--- src/rtl/iram_boot_loader_pkg.sv ---
// Shared types and constants for the IRAM boot loader.
// Optional feature macro: IRAM_BOOT_LOADER_CHECKSUM_EN (trailing checksum word).
package iram_boot_loader_pkg;

    localparam int IRAM_DEPTH  = 21504;
    localparam int IRAM_ADDR_W = 15;

    // Byte lane within a 32-bit word, lane 0 = bits 7:0.
    typedef logic [1:0] lane_idx_t;

    typedef enum logic [2:0] {
        ST_IDLE    = 3'd0,
        ST_COLLECT = 3'd1,
        ST_WRITE   = 3'd2,
        ST_CHECK   = 3'd3,
        ST_DONE    = 3'd4,
        ST_ERROR   = 3'd5
    } boot_state_t;

endpackage

--- src/rtl/iram_boot_loader_byte_pack32.sv ---
// Little-endian byte-to-word packer. word_o always shows the word with the
// current byte merged in, so word_o is complete in the same cycle word_valid_o
// strobes on the fourth byte.
module byte_pack32
    import iram_boot_loader_pkg::*;
(
    input  logic        clk_a,
    input  logic        reset,
    input  logic        clear_i,
    input  logic [7:0]  byte_i,
    input  logic        byte_valid_i,
    output logic [31:0] word_o,
    output logic        word_valid_o
);

    lane_idx_t   idx_q;
    logic [31:0] word_q;

    // Merge the incoming byte into its lane and flag the fourth byte.
    always_comb begin
        word_o = word_q;
        if (byte_valid_i) begin
            word_o[{idx_q, 3'b000} +: 8] = byte_i;
        end
        word_valid_o = byte_valid_i && (idx_q == 2'd3);
    end

    // Lane index and partial word; a completed word starts the next one clean.
    always_ff @(posedge clk_a) begin
        if (reset || clear_i) begin
            idx_q  <= '0;
            word_q <= '0;
        end else if (byte_valid_i) begin
            idx_q  <= idx_q + 2'd1;
            word_q <= word_valid_o ? 32'h0 : word_o;
        end
    end

endmodule

--- src/rtl/iram_boot_loader.sv ---
// Boot loader filling IRAM port A from a byte stream, little-endian packed.
// Optional feature macro: IRAM_BOOT_LOADER_CHECKSUM_EN adds a CHECK state,
// the checksum_o port and a running 32-bit sum verified against four
// trailing stream bytes.
module iram_boot_loader
    import iram_boot_loader_pkg::*;
#(
    parameter int DEPTH  = IRAM_DEPTH,
    parameter int ADDR_W = IRAM_ADDR_W
) (
    input  logic              clk_a,
    input  logic              reset,
    input  logic              start_i,
    input  logic [ADDR_W-1:0] base_addr_i,
    input  logic [ADDR_W-1:0] word_count_i,
    input  logic [7:0]        s_data_i,
    input  logic              s_valid_i,
    output logic              s_ready_o,
    output logic [ADDR_W-1:0] ram_address_o,
    output logic [31:0]       ram_data_o,
    output logic              ram_wren_o,
    output logic              ram_rden_o,
    output logic              busy_o,
    output logic              done_o,
    output logic              error_o,
`ifdef IRAM_BOOT_LOADER_CHECKSUM_EN
    output logic [31:0]       checksum_o,
`endif
    output logic [ADDR_W-1:0] words_written_o
);

    boot_state_t       state_q, state_d;
    logic [ADDR_W-1:0] addr_q;
    logic [ADDR_W-1:0] count_q;
    logic [ADDR_W-1:0] words_q;
    logic [31:0]       ram_data_q;
    logic              wren_q, wren_d;
    logic              ready_q, ready_d;
`ifdef IRAM_BOOT_LOADER_CHECKSUM_EN
    logic [31:0]       sum_q;
`endif

    logic              start_acc;
    logic              range_ok;
    logic              last_word;
    logic [ADDR_W:0]   end_sum;
    logic              byte_acc;
    logic [31:0]       pack_word;
    logic              pack_valid;

    assign byte_acc  = s_valid_i && ready_q;
    assign end_sum   = {1'b0, base_addr_i} + {1'b0, word_count_i};
    assign range_ok  = (end_sum <= (ADDR_W+1)'(DEPTH));
    assign last_word = ((words_q + {{(ADDR_W-1){1'b0}}, 1'b1}) == count_q);

    byte_pack32 u_pack (
        .clk_a        (clk_a),
        .reset        (reset),
        .clear_i      (start_acc),
        .byte_i       (s_data_i),
        .byte_valid_i (byte_acc),
        .word_o       (pack_word),
        .word_valid_o (pack_valid)
    );

    // Next-state decode; handshake and write strobe follow the next state so they register cleanly.
    always_comb begin
        state_d   = state_q;
        start_acc = 1'b0;
        case (state_q)
            ST_IDLE, ST_DONE, ST_ERROR: begin
                if (start_i) begin
                    start_acc = 1'b1;
                    if (!range_ok) begin
                        state_d = ST_ERROR;
                    end else if (word_count_i == '0) begin
`ifdef IRAM_BOOT_LOADER_CHECKSUM_EN
                        state_d = ST_CHECK;
`else
                        state_d = ST_DONE;
`endif
                    end else begin
                        state_d = ST_COLLECT;
                    end
                end
            end
            ST_COLLECT: begin
                if (pack_valid) state_d = ST_WRITE;
            end
            ST_WRITE: begin
                if (last_word) begin
`ifdef IRAM_BOOT_LOADER_CHECKSUM_EN
                    state_d = ST_CHECK;
`else
                    state_d = ST_DONE;
`endif
                end else begin
                    state_d = ST_COLLECT;
                end
            end
`ifdef IRAM_BOOT_LOADER_CHECKSUM_EN
            ST_CHECK: begin
                if (pack_valid) state_d = (pack_word == sum_q) ? ST_DONE : ST_ERROR;
            end
`endif
            default: state_d = ST_IDLE;
        endcase
        ready_d = (state_d == ST_COLLECT) || (state_d == ST_CHECK);
        wren_d  = (state_d == ST_WRITE);
    end

    // State, port-A drive and load counters.
    always_ff @(posedge clk_a) begin
        if (reset) begin
            state_q    <= ST_IDLE;
            addr_q     <= '0;
            count_q    <= '0;
            words_q    <= '0;
            ram_data_q <= '0;
            wren_q     <= 1'b0;
            ready_q    <= 1'b0;
`ifdef IRAM_BOOT_LOADER_CHECKSUM_EN
            sum_q      <= '0;
`endif
        end else begin
            state_q <= state_d;
            wren_q  <= wren_d;
            ready_q <= ready_d;
            if (start_acc) begin
                addr_q  <= base_addr_i;
                count_q <= word_count_i;
                words_q <= '0;
`ifdef IRAM_BOOT_LOADER_CHECKSUM_EN
                sum_q   <= '0;
`endif
            end else if (state_q == ST_WRITE) begin
                addr_q  <= addr_q + {{(ADDR_W-1){1'b0}}, 1'b1};
                words_q <= words_q + {{(ADDR_W-1){1'b0}}, 1'b1};
`ifdef IRAM_BOOT_LOADER_CHECKSUM_EN
                sum_q   <= sum_q + ram_data_q;
`endif
            end
            if ((state_q == ST_COLLECT) && pack_valid) begin
                ram_data_q <= pack_word;
            end
        end
    end

    assign s_ready_o       = ready_q;
    assign ram_address_o   = addr_q;
    assign ram_data_o      = ram_data_q;
    assign ram_wren_o      = wren_q;
    assign ram_rden_o      = 1'b0;
    assign busy_o          = (state_q == ST_COLLECT) || (state_q == ST_WRITE) || (state_q == ST_CHECK);
    assign done_o          = (state_q == ST_DONE);
    assign error_o         = (state_q == ST_ERROR);
    assign words_written_o = words_q;
`ifdef IRAM_BOOT_LOADER_CHECKSUM_EN
    assign checksum_o      = sum_q;
`endif

endmodule

--- config.mk ---
export PLATFORM = sky130hd
export DESIGN_NAME = iram_boot_loader
export DESIGN_NICKNAME = d
export VERILOG_FILES = /design/src/rtl/iram_boot_loader_pkg.sv /design/src/rtl/iram_boot_loader_byte_pack32.sv /design/src/rtl/iram_boot_loader.sv
export SDC_FILE = /design/constraint.sdc
export NUM_CORES = 1
export LEC_CHECK = 0
export ABC_AREA = 1
export CELL_PAD_IN_SITES_DETAIL_PLACEMENT = 0
export CELL_PAD_IN_SITES_GLOBAL_PLACEMENT = 1
export CORE_AREA = 2 2 164 102
export CTS_CLUSTER_SIZE = 28
export DETAILED_ROUTE_END_ITERATION = 6
export DIE_AREA = 0 0 166 104
export PLACE_DENSITY = 0.83
export SLEW_MARGIN = 20
export SYNTH_ARGS = -nofsm -noshare
export SYNTH_HDL_FRONTEND = slang
export SYNTH_SLANG_ARGS = --single-unit
--- constraint.sdc ---
create_clock -name clk_a -period 6.5 [get_ports clk_a]
set_input_delay 1.95 -clock clk_a [delete_from_list [all_inputs] [get_ports clk_a]]
set_output_delay 1.95 -clock clk_a [all_outputs]
set_load 0.005 [all_outputs]
==> results of run 1 <==
[cell type report]
| type | count | area [um2] |
|---|---|---|
| clock buffers | 9 | 225 |
| clock inverters | 7 | 86.3 |
| fillers | 1620 | 8090 |
| inverters | 117 | 439 |
| multi-input cells | 672 | 3420 |
| flip-flops and latches | 108 | 2160 |
| well taps | 209 | 262 |
| repair buffers | 114 | 1130 |
[cells in the mapped netlist (3+ instances only)]
master	count
nand2_2	5
ha_1	22
nor4_1	8
nand2_1	205
o21ai_0	57
o211ai_1	3
clkbuf_1	25
buf_2	9
a221oi_1	4
xnor2_1	7
xor2_1	7
nor2_1	97
a31oi_1	7
nand4_1	12
or2_2	3
buf_4	3
inv_1	112
o21bai_1	3
o31ai_1	9
nand3_1	59
dfxtp_1	108
a21oi_1	83
nand3b_1	3
nor3_1	45
nor2_2	12
inv_2	3
[placed cells by master (no fill, tap or decap), types with 4 or more instances in the layout]
cell	synthesis	final
nor2_1	97	96
nand2_1	205	205
nand2_2	5	5
dfxtp_1	108	108
o21ai_0	57	57
clkbuf_16	0	9
nand3_1	59	59
clkdlybuf4s50_1	0	108
buf_4	3	6
xor2_1	7	7
a221oi_1	4	4
nor2_2	12	13
nor3_1	45	45
a21oi_1	83	83
a31oi_1	7	7
nand4_1	12	12
xnor2_1	7	7
o31ai_1	9	9
ha_1	22	22
inv_1	112	112
nor4_1	8	8
[worst max-delay path, stage by stage]
cell             delay [ps]
clkdlybuf4s50_1         520
ha_1                    260
fa_1                    420
or2_2                   300
nor2_1                  110
nand2_1                  60
nor2_1                   80
nand2_1                  60
nor2_1                   80
nand3_1                  70
nor2_1                  130
nand2_1                  80
nand2_1                  70
nand2_1                  40
nand2_1                  60
nand2_1                  50
nand2_1                  90
inv_1                    50
[flip-flops by register name (all words and copies together) (netlist names)]
| signal | count |
|---|---|
| count_q | 15 |
| words_written_o | 15 |
| u_pack.word_q | 24 |
| ram_address_o | 15 |
| s_ready_o | 1 |
| u_pack.idx_q | 2 |
| ram_wren_o | 1 |
| state_q | 3 |
| ram_data_o | 32 |
[stage by stage]
step | power, mW | utilization, %
final | 1.55 | 48.8
after global routing | 1.63 | 48.8
after CTS | 1.56 | 48.8
after detailed placement | 0.988 | 46.9
after global placement | 0.987 | 46.9
after floorplan | 0.882 | -
[power by group through the flow]
stage | logic [mW] | registers, mW | clock network [mW]
floorplan | 0.172 | 0.710 | 0
finish | 0.278 | 0.700 | 0.576
detailed placement | 0.272 | 0.716 | 0
global placement | 0.272 | 0.715 | 0
global route | 0.310 | 0.704 | 0.612
CTS | 0.274 | 0.700 | 0.586
[logic make-up (layout without fill, tap and decap cells)]
group	count (synthesis)	count (layout)	synth area share, %
compound gates	175	175	15.5
xor+xnor	15	15	2.37
fa+ha+maj	23	23	4.78
buf+inv	155	247	9.80
flops	108	108	35.0
other cells	1	1	0.0607
simple gates	458	458	32.5
[layer usage]
layer / GRT usage [%] / share of wire [%]
met5: 0 / 0
met4: 3.98 / 0.78
met3: 4.57 / 6.2
met2: 27.7 / 36
met1: 36.7 / 57
[worst max-delay path by stage]
stage / endpoint / slack [ps] / cells past startpoint
after floorplan: state_q[0] / 2660 / 17
after global placement: state_q[0] / 1990 / 18
after detailed placement: state_q[0] / 1950 / 18
after CTS: state_q[0] / 2320 / 18
after global routing: state_q[0] / 2020 / 18
final: state_q[0] / 2290 / 18
==> summary.txt, run 1 <==
Floorplan
  – Row count: 36
  – Die span in x: 166 um
  – Starting Density: about two fifths
  – Full die area: between 15000 and 20000 um2
  – # IOs: 110
  – Die height: around 100 um
  – Core footprint: about 16000 um2

Yosys
  – Synth top area cells: dfxtp_1 35%, nand2_1 12%, inv_1 6.8%
  – Post-synth EDFFs: 0
  – Share of the synthesized area in the top cell type: 35.0%
  – Synthesized cell area: ~6200 um2
  – Seq cells post-synth: roughly 110
  – Synth Flop Type: dfxtp_1
  – Cell count after synthesis: approximately 940
  – Async SR Flop Fraction: 0%
  – Seq/Total Area, Yosys: 35.0%
  – Syn Nets: about 1k
  – Avg Cell Area, Syn: between 6 and 7 um2
  – Yosys cell types: 42
  – Synth warn: 0
  – Synth area leader: dfxtp_1

Timing
  – Setup TNS Final: 0 ps
  – Fmax: 238 MHz
  – Final Setup Violations: 0
  – Hold Worst Slack: approximately 480 ps
  – Worst setup margin: about 2300 ps
  – Worst relative slew slack: a little over a third
  – Tmin final: 4210 ps
  – Hold Fails Final Rpt: 0
  – Slew Viols, Final: 0
  – Final Cycle Share: about two thirds
  – Slew @ Worst Pin: ~970 ps
  – Unrepaired setup endpoints after global routing: no
  – Clock Skews: roughly 13 ps

Power
  – Pwr Density: 201 nW/um2
  – Net Switching: around 490 uW
  – Clock Power Share: ~37%
  – Cell internal pwr: between 1 and 1.5 mW
  – Comb power frac: between 10% and 20%
  – P_leak: between 3 and 4 nW
  – VDD IR max: 0.000111 V
  – Net Sw Frac: 31.3%
  – Seq pwr share: 45.1%

Cells and area
  – Area growth syn-to-layout: 24.9%
  – Fin area: ~7700 um2
  – Diode count: 0
  – Layout cells sized above 1: about 5.2%
  – Final net count: 1087
  – Final cell count without fillers: around 1.2k

Setup path
  – Worst setup path class: in -> reg
  – CP Launch Type: primary input
  – Register-to-Register Path Depth: 10
  – Crit path launch: word_count_i[0]
  – Crit path max fanout: 4
  – CP arrival: around 4500 ps
  – Req. time, crit path: approximately 6800 ps
  – Crit Reg-Reg Endpoint: words_written_o[5]
  – Worst r2r src: state_q[2]
  – Worst reg2reg setup slack: between 3000 and 4000 ps
  – Worst setup EP type: flop

CTS
  – TritonCTS Sinks: approximately 110
  – Clk root buf: clkbuf_16
  – Cts bufs inserted: 9
  – Clk buf depth: 2
  – Setup bufs post-CTS: 0
  – CTS resizes: 0
  – CTS tree: built
  – H-tree depth: 3
  – Hold-fix buffers, CTS: 0
  – Clock Latency Late Sink: 360 ps
  – CTS clk-pin slew, worst paths: roughly 80 ps

Routing
  – Pre-antenna DRT Iters: 5
  – Via density: between 5 and 6
  – # DRC: 0
  – Vias: 6269
  – Final wirelength: 19.1 mm
  – Antenna-violating nets left: 0
  – DR iter-0 viols: 534
  – Drt wl/cell: about 15 um

GRT
  – GRT Residual Overflow: 0
  – Pin count of the biggest net entering global routing: between 50 and 60
  – Initial antenna violation count: 0
  – Vias in the first global route: between 5k and 6k
  – Overall global routing resource usage: about 22%
  – First-pass GRT wire length: a little over 30 mm

Min path
  – Hold path depth: 2
  – Min-delay worst type: reg -> reg
  – Hold EP: count_q[11]
  – Hold path start: count_q[11]

Place
  – Post-DP Area: 7410 um2
  – Hpwl dp: 14.5 mm
  – Final GP Congestion: 0.915
  – # port buffers: ~110
  – Inst Count DP: ~1.2k
  – Place WS: between 1500 and 2000 ps

Flow run
  – # Max-Cap Violations: 0

Status
  – Status: finished clean
Power figures use the tool's default switching activity.
==> run 2, diff against run 1 <==
--- a/config.mk
+++ b/config.mk
@@ -8,11 +8,11 @@
 export ABC_AREA = 1
 export CELL_PAD_IN_SITES_DETAIL_PLACEMENT = 0
 export CELL_PAD_IN_SITES_GLOBAL_PLACEMENT = 1
-export CORE_AREA = 2 2 164 102
+export CORE_AREA = 2 2 170 106
 export CTS_CLUSTER_SIZE = 28
 export DETAILED_ROUTE_END_ITERATION = 6
-export DIE_AREA = 0 0 166 104
-export PLACE_DENSITY = 0.83
+export DIE_AREA = 0 0 172 108
+export PLACE_DENSITY = 0.78
 export SLEW_MARGIN = 20
 export SYNTH_ARGS = -nofsm -noshare
 export SYNTH_HDL_FRONTEND = slang
==> constraint.sdc (replaced) <==
create_clock -name clk_a -period 3.95 [get_ports clk_a]
set_input_delay 1.185 -clock clk_a [delete_from_list [all_inputs] [get_ports clk_a]]
set_output_delay 1.185 -clock clk_a [all_outputs]
set_load 0.005 [all_outputs]
==> run 2 against run 1 <==
Compared with the run above: sequential share of layout area shrank 0.23 points; critical path depth is the same; global-route usage shrank 0.76 points; utilization shrank 2.6 points; critical path type unchanged.
==> summary.txt, run 2 (synthesis results as in run 1) <==
Timing
  – Final Setup Violations: 0
  – Unrepaired setup endpoints after global routing: no
  – Slew Viols, Final: 0
  – Tmin final: roughly 3500 ps
  – Fmax: roughly 290 MHz
  – Slew @ Worst Pin: between 800 and 900 ps
  – Worst relative slew slack: about two fifths
  – Hold Fails Final Rpt: 0
  – Setup TNS Final: 0 ps
  – Final Cycle Share: just under 90%
  – Clock Skews: ~14 ps

GRT
  – GRT Residual Overflow: 0
  – First-pass GRT wire length: between 30 and 40 mm
  – Vias in the first global route: 5453
  – Initial antenna violation count: 0
  – Overall global routing resource usage: 21.2%
  – Pin count of the biggest net entering global routing: 37

CTS
  – Setup bufs post-CTS: 0
  – Hold-fix buffers, CTS: 0
  – CTS clk-pin slew, worst paths: 80 ps
  – CTS resizes: 0
  – TritonCTS Sinks: between 100 and 150
  – CTS tree: built
  – Clk buf depth: 2
  – Clk root buf: clkbuf_16
  – Cts bufs inserted: 9
  – H-tree depth: 3
  – Clock Latency Late Sink: 360 ps

Setup path
  – Register-to-Register Path Depth: 14
  – Req. time, crit path: 4200 ps
  – Worst setup EP type: flop
  – Worst r2r src: words_written_o[0]
  – Crit path max fanout: 4
  – Crit path launch: word_count_i[0]
  – CP Launch Type: primary input
  – Worst reg2reg setup slack: 1370 ps
  – Worst setup path class: in -> reg
  – CP arrival: around 3700 ps
  – Crit Reg-Reg Endpoint: state_q[0]

Floorplan
  – Full die area: 18600 um2
  – Die height: ~110 um
  – Core footprint: around 17000 um2
  – Starting Density: 36.7%
  – Die span in x: 172 um
  – # IOs: 110
  – Row count: 37

Power
  – Pwr Density: around 330 nW/um2
  – P_leak: roughly 3.2 nW
  – Clock Power Share: 36.6%
  – Seq pwr share: 45.2%
  – VDD IR max: roughly 0.00020 V
  – Net Sw Frac: a little under a third
  – Comb power frac: between 10% and 20%
  – Net Switching: just under 800 uW
  – Cell internal pwr: roughly 1.8 mW

Cells and area
  – Area growth syn-to-layout: 26.0%
  – Max reg flops: 32
  – Diode count: 0
  – Layout cells sized above 1: under 10%
  – Commonest non-fill, non-tap cell in the layout: nand2_1
  – Fillers: around 1.8k
  – Final net count: approximately 1.1k
  – Post-layout util: a little under half
  – Commonest non-fill, non-tap cells in the layout: 205 x nand2_1, 112 x inv_1, 108 x dfxtp_1, 108 x clkdlybuf4s50_1, 97 x nor2_1

Routing
  – Drt wl/cell: between 15 and 20 um
  – # DRC: 0
  – Antenna-violating nets left: 0
  – Via density: between 4 and 5
  – Vias: 6229
  – Pre-antenna DRT Iters: 5
  – Final wirelength: around 19 mm
  – DR iter-0 viols: 630

Min path
  – Hold path depth: 2
  – Hold EP: count_q[2]
  – Min-delay worst type: reg -> reg
  – Hold path start: count_q[2]

Place
  – Final GP Congestion: 0.896
  – Hpwl dp: between 10 and 15 mm
  – # port buffers: approximately 110

Flow run
  – # Max-Cap Violations: 0

Status
  – Status: finished clean
==> run 2: power by group through the flow <==
| stage | clock, mW | combinational [mW] | sequential, mW |
|---|---|---|---|
| floorplan | 0 | 0.283 | 1.17 |
| global placement | 0 | 0.458 | 1.18 |
| detailed placement | 0 | 0.455 | 1.17 |
| CTS | 0.949 | 0.458 | 1.15 |
| global route | 0.991 | 0.517 | 1.15 |
| finish | 0.932 | 0.463 | 1.15 |
==> run 2: worst max-delay path by stage <==
stage | end | slack (ps)
final | state_q[0] | 480
after floorplan | state_q[0] | 870
after CTS | state_q[0] | 530
after global routing | state_q[0] | 260
after global placement | state_q[0] | 220
after detailed placement | state_q[0] | 170
==> run 2: per-layer routing <==
layer	share of wire (%)	routed length [um]	global-route usage, %	vias up
li1	-	-	-	3254
met1	57	11000	36.2	2778
met2	36	6980	26.6	195
met3	7.0	1350	4.06	2
met4	0.16	31	2.58	0
met5	0	0	0	-
==> run 2: worst max-delay path: stages <==
cell and delay (ps):
clkdlybuf4s50_1 510, ha_1 270, fa_1 430, or2_2 290
nor2_1 120, nand2_1 60, nor2_1 80, nand2_1 60
nor2_1 80, nand3_1 70, nor2_1 120, nand2_1 70
nand2_1 70, nand2_1 40, nand2_1 60, nand2_1 50
nand2_1 90, inv_1 40
==> run 2: area by class of cell <==
type / instances / area, um2 / share of cell area (%)
multi-input cells: 672 / 3420 / 43.9
flip-flops and latches: 108 / 2160 / 27.8
repair buffers: 119 / 1160 / 14.9
inverters: 117 / 439 / 5.64
well taps: 234 / 293 / 3.76
clock buffers: 9 / 225 / 2.89
clock inverters: 7 / 85.1 / 1.09
==> run 2: metrics by stage <==
step | area (um2) | setup WS [ps] | instances | hold WS (ps) | total power [mW]
2_1_floorplan | 6180 | 874 | 935 | 445 | 1.45
3_3_place_gp | 7480 | 220 | 1250 | 473 | 1.63
3_5_place_dp | 7480 | 172 | 1250 | 468 | 1.63
4_1_cts | 7790 | 534 | 1266 | 480 | 2.56
5_1_grt | 7790 | 264 | 1266 | 508 | 2.66
6_report | 7790 | 482 | 1266 | 483 | 2.54
==> run 3, diff against run 2 <==
==> constraint.sdc (replaced) <==
create_clock -name clk_a -period 3.95 [get_ports clk_a]
set_input_delay 1.185 -clock clk_a [delete_from_list [all_inputs] [get_ports clk_a]]
set_output_delay 1.185 -clock clk_a [all_outputs]
set_load 0.1 [all_outputs]
==> run 3 against run 2 <==
Compared with the run above: die area is the same; worst setup slack gained 76 ps; non-clock buffer count grew 1; register-to-register slack gained 60 ps; count of clock-buffer cells in the layout is the same; clock skew is essentially flat; first-iteration DRC count shrank 11%; design area shrank 0.88%; sequential power is essentially flat; highest routed layer unchanged; fmax grew 2.2%; via count grew 0.96%; global-route usage is essentially flat.
==> summary.txt, run 3 (synthesis results as in run 1) <==
Timing
  – Hold Fails Final Rpt: 0
  – Slew @ Worst Pin: 1010 ps
  – Unrepaired setup endpoints after global routing: no
  – Slew Viols, Final: 0
  – Final Cycle Share: 85.9%
  – Tmin final: between 3000 and 4000 ps
  – Worst relative slew slack: 32.8%
  – Fmax: between 200 and 300 MHz
  – Worst setup margin: 558 ps
  – Clock Skews: approximately 14 ps
  – Final Setup Violations: 0
  – Setup TNS Final: 0 ps

Power
  – VDD IR max: roughly 0.00021 V
  – P_leak: 3.30 nW
  – Pwr Total: 2.67 mW
  – Pwr Density: about 350 nW/um2

Setup path
  – Worst r2r src: words_written_o[0]
  – Max stage delay on crit path: just over 500 ps
  – Buf/Inv on CP: 2
  – Crit path launch: word_count_i[0]
  – Req. time, crit path: around 4200 ps
  – Sequence of cells on the critical path: clkdlybuf4s50_1, ha_1, fa_1, or2_2, nor2_1, nand2_1, nor2_1, nand2_1, nor2_1, nand3_1, nor2_1, nand2_1, nand2_1, nand2_1, nand2_1, nand2_1, nand2_1, inv_1
  – Most used cell, CP: nand2_1
  – Critical path's top delay family: simple AND/OR/NAND/NOR gates
  – CP arrival: around 3600 ps
  – Register-to-Register Path Depth: 14
  – Crit path max fanout: 4
  – Worst path depth: 18
  – Worst reg2reg setup slack: 1430 ps
  – Worst setup path class: in -> reg
  – CP Launch Type: primary input
  – Worst setup EP type: flop
  – Crit Reg-Reg Endpoint: state_q[0]
  – Worst Setup EP: state_q[0]
  – Slowest CP cell: clkdlybuf4s50_1

Cells and area
  – Final net count: approximately 1.1k
  – Max reg flops: 32
  – Commonest non-fill, non-tap cell in the layout: nand2_1
  – Area growth syn-to-layout: 24.9%
  – Diode count: 0
  – Commonest non-fill, non-tap cells in the layout: 205 x nand2_1, 112 x inv_1, 108 x dfxtp_1, 97 x nor2_1, 83 x a21oi_1
  – Layout cells sized above 1: approximately 8.9%

GRT
  – Vias in the first global route: 5458
  – GRT Residual Overflow: 0
  – Pin count of the biggest net entering global routing: between 50 and 60
  – First-pass GRT wire length: just over 30 mm
  – Overall global routing resource usage: a little over a fifth
  – Initial antenna violation count: 0

CTS
  – Clk root buf: clkbuf_16
  – H-tree depth: 3
  – Hold-fix buffers, CTS: 0
  – TritonCTS Sinks: ~110
  – Setup bufs post-CTS: 0
  – Cts bufs inserted: 9
  – CTS clk-pin slew, worst paths: about 80 ps
  – CTS tree: built
  – CTS resizes: 0
  – Clk buf depth: 2
  – Clock Latency Late Sink: roughly 360 ps

Floorplan
  – Core footprint: ~17000 um2
  – Die height: between 100 and 150 um
  – # IOs: 110
  – Die span in x: about 170 um
  – Row count: 37
  – Starting Density: between 30% and 40%
  – Full die area: between 15000 and 20000 um2

Routing
  – # DRC: 0
  – Drt wl/cell: roughly 15 um
  – DR iter-0 viols: 558
  – Via density: ~5.0
  – Antenna-violating nets left: 0
  – Pre-antenna DRT Iters: 5
  – Final wirelength: ~20 mm
  – Vias: 6289

Place
  – # port buffers: 108
  – Hpwl dp: 15.0 mm
  – Place WS: around 200 ps
  – Final GP Congestion: around 0.9

Min path
  – Min-delay worst type: reg -> reg

Flow run
  – # Max-Cap Violations: 0

Status
  – Status: finished clean
run 3: worst register-to-register path: cells and delay by family (launching register included):
family                   cells  cell delay [ps]
AO/OA/AOI/OAI                1              210
adder cells (fa/ha/maj)      1              320
buffers and inverters        1               40
flip-flops                   1              580
AND/OR/NAND/NOR             11             1260
run 3: worst min path at each step:
stage | cells past startpoint | endpoint | startpoint
final | 2 | count_q[11] | count_q[11]
after global routing | 2 | count_q[11] | count_q[11]
after CTS | 2 | count_q[3] | count_q[3]
after detailed placement | 2 | count_q[11] | count_q[11]
after global placement | 2 | count_q[9] | count_q[9]
after floorplan | 2 | count_q[2] | count_q[2]
run 3: cell type report:
cell class	count	area, um2
fillers	1787	9130
multi-input cells	672	3420
flip-flops and latches	108	2160
repair buffers	120	1090
inverters	117	439
well taps	234	293
clock buffers	9	225
clock inverters	7	93.8
run 3: stage by stage:
step | instances | utilization (%) | hold slack (ps) | instance area, um2
floorplan | 935 | - | 445 | 6180
global placement | 1251 | 43.9 | 467 | 7400
detailed placement | 1251 | 43.9 | 470 | 7400
CTS | 1267 | 45.8 | 483 | 7720
global route | 1267 | 45.8 | 493 | 7720
finish | 1267 | 45.8 | 481 | 7720
run 3: power by group:
part / internal (mW) / leakage [nW] / switching, mW / total [mW]
clock network: 0.463 / 0.154 / 0.486 / 0.948
registers: 1.12 / 0.877 / 0.0303 / 1.15
logic: 0.179 / 2.27 / 0.392 / 0.571
run 3: per-layer routing:
| metal | GRT usage, % | routed length [um] | vias to the layer above | part of all wire (%) |
|---|---|---|---|---|
| met4 | 3.24 | 89 | 0 | 0.46 |
| met5 | 0 | 0 | - | 0 |
| met1 | 35.8 | 11000 | 2856 | 56 |
| met2 | 27.0 | 7140 | 173 | 37 |
| met3 | 3.70 | 1290 | 6 | 6.6 |
| li1 | - | - | 3254 | - |
